<file path="config.mk">
export PLATFORM = sky130hd
export DESIGN_NAME = div_step_unit
export DESIGN_NICKNAME = d
export VERILOG_FILES = /design/src/rtl/div_step_unit.sv
export SDC_FILE = /design/constraint.sdc
export NUM_CORES = 1
export LEC_CHECK = 0
export CAP_MARGIN = 20
export CORE_ASPECT_RATIO = 1.75
export CORE_MARGIN = 4
export CORE_UTILIZATION = 38
export CTS_CLUSTER_DIAMETER = 80
export DETAILED_ROUTE_END_ITERATION = 16
export GPL_TIMING_DRIVEN = 0
export HOLD_SLACK_MARGIN = 0.06
export PLACE_DENSITY = 0.81
export REMOVE_ABC_BUFFERS = 1
export SYNTH_ARGS = -nofsm -noshare
export SYNTH_HDL_FRONTEND = slang
export SYNTH_SLANG_ARGS = --single-unit
</file>
<file path="constraint.sdc">
create_clock -name clk -period 3 [get_ports clk]
set_input_delay 0.6 -clock clk [delete_from_list [all_inputs] [get_ports clk]]
set_output_delay 0.6 -clock clk [all_outputs]
set_load 0.02 [all_outputs]
</file>
<file path="src/rtl/div_step_unit.sv">
// Restoring-divider step slice: unsigned compare, subtract, select, and a
// loadable iteration counter whose terminal count is watched by the control FSM.
module div_step_unit #(
  parameter int WIDTH = 11,
  parameter int CNT_W = 4
) (
  input  logic             clk,
  input  logic             rst,
  input  logic [WIDTH-1:0] acc,
  input  logic [WIDTH-1:0] div,
  output logic             ge,
  output logic [WIDTH-1:0] diff,
  output logic [WIDTH-1:0] nxt_acc,
  output logic             q_bit,
  input  logic             cnt_up,
  input  logic             init_counter,
  input  logic [CNT_W-1:0] init_value,
  output logic [CNT_W-1:0] count,
  output logic             cout
);

  // Datapath is zero-latency; diff wraps when acc < div and is only consumed when ge=1.
  always_comb begin
    ge      = (acc >= div);
    diff    = acc - div;
    nxt_acc = ge ? diff : acc;
    q_bit   = ge;
  end

  // Priority: reset, then load, then increment, else hold.
  always_ff @(posedge clk) begin
    if (rst)               count <= '0;
    else if (init_counter) count <= init_value;
    else if (cnt_up)       count <= count + 1'b1;
  end

  assign cout = (count == {CNT_W{1'b1}});

endmodule

</file>
==> Word-level counts from Yosys, hierarchy flattened <==
Index checks and enable logic that the tools add are counted.
{ "word_totals": {"latch_bits": 0, "mem_bits_rw": 0, "register_bits": 4, "word_cells": 9, "rom_bits": 0, "out_inout_bits": 29, "in_bits": 30, "n_memories": 0} }
{ "op_classes": {"reduce_logical": 1, "n_lt_le_gt_ge": 1, "n_shift": 0, "bitwise": 0, "div_mod_pow": 0, "mux": 3, "mul": 0, "eq_ne": 1, "addsub": 2} }
{ "op_table": {"columns": ["operator", "n"], "rows": [
  ["$ge 11x11->1", 1],
  ["$mux 11", 1],
  ["$sub 11x11->11", 1],
  ["$mux 4", 2],
  ["$add 4x1->4 const B", 1],
  ["$eq 4x4->1 const B", 1],
  ["$reduce_bool 2->1", 1]
]} }

==> Depth between registers and ports, before layout <==
{ "depth": {"depth_word": 3, "depth_mapped": 9, "depth_no_buf": 9} }

==> Least setup slack after synthesis <==
OpenSTA, ideal clock, no wires.
{ "synth_path": {"kind": "input-to-output", "start": "input port acc[0]", "end": "output port nxt_acc[10]", "stages": 9, "t_arrival_ns": 2.507, "n_path_buf": 0, "slack_ns": -0.107, "path_cell_list": "inv_1 -> ha_1 -> inv_1 -> fa_1 -> a21o_1 -> a221oi_4 -> nor3_2 -> a211oi_2 -> mux2_4"} }
{ "synth_via": {"elab_chain_cells": 2} }
{ "synth_lines": {"columns": ["item", "line", "source"], "rows": [
  ["start, declared", "9", "input logic [WIDTH-1:0] acc,"],
  ["$sub 11x11->11", "25", "diff = acc - div;"],
  ["net diff[10]", "12", "output logic [WIDTH-1:0] diff,"],
  ["$mux 11", "26", "nxt_acc = ge ? diff : acc;"],
  ["end, declared", "13", "output logic [WIDTH-1:0] nxt_acc,"]
]} }
The timed path passes the listed nets, and every way through them passes these cells.

==> Final worst setup path <==
{ "layout_path": {"start": "input port acc[0]", "end": "output port nxt_acc[10]"} }
{ "layout_via": {"elab_chain_cells": 2} }
{ "layout_lines": {"columns": ["item", "line"], "rows": [
  ["$sub 11x11->11 or $ge 11x11->1 (tied branches)", "25, 24"],
  ["$mux 11 (*)", "26"]
]} }
Every way passes the cells marked *; elsewhere a longest branch is shown, timed or not.

==> results.json <==
{
  "muxShareOfSynthArea_pct": 14.0,
  "path_max_fanout": 3,
  "h-tree-depth": 1,
  "synthAdderAreaFrac_pct": 17.0,
  "synthTopCellsByCount": "inv_1, nor2_1, ha_1",
  "first_global_vias": 1293,
  "arrival_ns": 2.55,
  "synth-simple-area-share_pct": 16.5,
  "die-area_um2": 3560,
  "reg_top3": "count x4",
  "synth_compound_area_share_pct": 27.1,
  "grt_max_degree": 9,
  "antenna_found_initial": 0,
  "place_congestion": 0.862,
  "final.period_utilization_pct": 105,
  "netlist_area_um2": 1000,
  "cts_buffers": 3,
  "grt-ovfl-total": 0,
  "max_slew.worst_pin.slew_ns": 0.299,
  "synth-seq-area-share_pct": 7.99,
  "die_w_um": 46.8,
  "synthDistinctLibCells": 41,
  "drive_above_1_share_pct": 48.8,
  "vias": 1276,
  "ant_nets": 0,
  "clkSinkCount": 4,
  "netlist_instances": 125,
  "cts_buffer_depth": 2,
  "nets": 252,
  "final_util_pct": 80.9,
  "startpoint_type": "primary input",
  "die_h_um": 75.9,
  "post-route-min-period_ns": 3.15,
  "synth_edf_count": 0,
  "setup_ws_ns": -0.148,
  "drv_slew": 0,
  "synth-xor-area-share_pct": 8.74,
  "total_leakage_power_nw": 0.965,
  "synth_top_area_cell": "ha_1",
  "yosysMostFrequentCell": "inv_1",
  "setup_violations": 4,
  "worstSetupEndpointType": "output pin",
  "drt-initial-drc-count": 15,
  "cts_tree": "yes",
  "hold_path_class": "flip-flop to flip-flop",
  "status": "complete, but fails checks",
  "via_per_inst": 5.48,
  "power_density_nw_per_um2": 362,
  "wl_um": 3840,
  "irDropWorstVdd_v": 0.000387,
  "core_area_um2": 2520,
  "ys_top_cells_by_area": "ha_1, mux2_4, dfxtp_1",
  "failed_checks": "setup timing",
  "clockRootBuffer": "clkbuf_8",
  "cts_hold_buffers": 0,
  "crit_required_ns": 2.40,
  "core.rowCount": 24,
  "async_flop_share_pct": 0,
  "dp_hpwl_um": 2490,
  "max_freq_mhz": 318,
  "ioPinCount": 59,
  "synth_flop_cell": "dfxtp_1",
  "dpl_worst_slack_ns": -1.06,
  "portBuffers": 58,
  "wl_per_cell_um": 16.5,
  "hold_violations": 0,
  "syn_avg_cell_area_um2": 8.02,
  "largest_reg_flops": 4,
  "syn_to_final_growth_pct": 103,
  "synth-seq-cells": 4,
  "rsz0062_at_grt": "true",
  "clkTransAtPathRegs_ns": 0.03,
  "skew_ns": 0.000799,
  "yosys_warnings": 0,
  "synth_top_family_by_area": "compound AO/OA/AOI/OAI gates",
  "synth_top_cell_area_share_pct": 15.0,
  "remaining_drc_errors": 0,
  "grt_pass1_wl_um": 5530,
  "clk-insertion-delay-late_ns": 0.22,
  "grt_usage_pct": 21.0,
  "antenna_cells": 0,
  "worstSetupPathType": "primary input to output pin",
  "largest-register": "count",
  "dr.pass1.iters": 4,
  "drv_cap": 0,
  "finalPower_uw": 738,
  "relSlewSlack_pct": 79.9,
  "start_util_pct": 39.7
}
kinds of logic after synthesis:
family	after synthesis
XOR/XNOR	10
AND/OR/NAND/NOR	33
AO/OA/AOI/OAI	35
adder cells (fa/ha/maj)	13
multiplexers	10
buffers and inverters	20
flip-flops	4
metal layers:
layer  up-vias  track usage, %  wire length [um]
met4         0            13.3               210
li1        606               -                 -
met5         -               0                 0
met2        71            39.5              2170
met3        17            3.08               307
met1       582            18.0              1150
layout by cell type, fill, tap and decap left out, drive strengths merged:
master and n:
xnor2 6, nor2b 1, a31oi 1, dlygate4sd2 15
nand4 1, clkdlybuf4s50 15, o21a 1, dfxtp 4
a21oi 12, nand2 8, a21boi 1, ha 12
clkdlybuf4s15 4, dlymetal6s2s 6, o221a 1, a21o 4
o21ai 6, inv 17, and2 3, nor3 3
mux2 8, fa 1, xor2 4, o2111ai 1
mux2i 2, buf 40, and3 2, a31o 2
o2bb2ai 1, a221oi 1, a211oi 3, nand3b 1
o2111a 1, clkbuf 5, nor2 13, nand3 1
power breakdown:
part | internal, mW | leakage [nW] | switching [mW]
Clock | 0.0856 | 0.0216 | 0.0299
Sequential | 0.0572 | 0.0331 | 0.00380
Combinational | 0.286 | 0.910 | 0.276
critical path, stage by stage:
cell and delay [ns]:
buf_8 0.11, inv_4 0.05, ha_4 0.13, inv_2 0.04, fa_2 0.34, a21o_1 0.22
a221oi_4 0.31, buf_6 0.17, o2bb2ai_4 0.11, a211oi_2 0.09, mux2_4 0.26, buf_6 0.13
what timing repair did:
action                     CTS  global route
setup endpoints to repair   23            18
resized for setup          146            27
gates cloned                 0             0
buffers inserted            17             7
pin swaps                   19            20
final timing paths:
path / slack (ns) / startpoint / cells after the start / endpoint
worst max-delay path: -0.15 / acc[0] / 12 / nxt_acc[10]
worst min-delay path: 0.67 / count[3]$_SDFFE_PP0P_ / 4 / count[3]$_SDFFE_PP0P_
worst max register to register: 1.85 / count[0]$_SDFFE_PP0P_ / 6 / count[2]$_SDFFE_PP0P_
worst min register to register: 0.67 / count[3]$_SDFFE_PP0P_ / 4 / count[3]$_SDFFE_PP0P_
stage by stage:
step | TNS [ns] | hold WS, ns | instance area, um2 | instances
2_1_floorplan | -0.204 | 0.672 | 978 | 122
3_3_place_gp | -15.75 | 0.659 | 1590 | 206
3_5_place_dp | -16.35 | 0.658 | 1590 | 206
4_1_cts | -0.961 | 0.673 | 1950 | 226
5_1_grt | -0.717 | 0.739 | 2040 | 233
6_report | -0.359 | 0.671 | 2040 | 233
area by class of cell:
type	count	area [um2]
Multi-Input combinational cell	101	1080
Timing Repair Buffer	82	736
Fill cell	169	483
Sequential cell	4	80.1
Inverter	17	66.3
Clock buffer	3	41.3
Tap cell	26	32.5
Power figures use the tool's default switching activity.
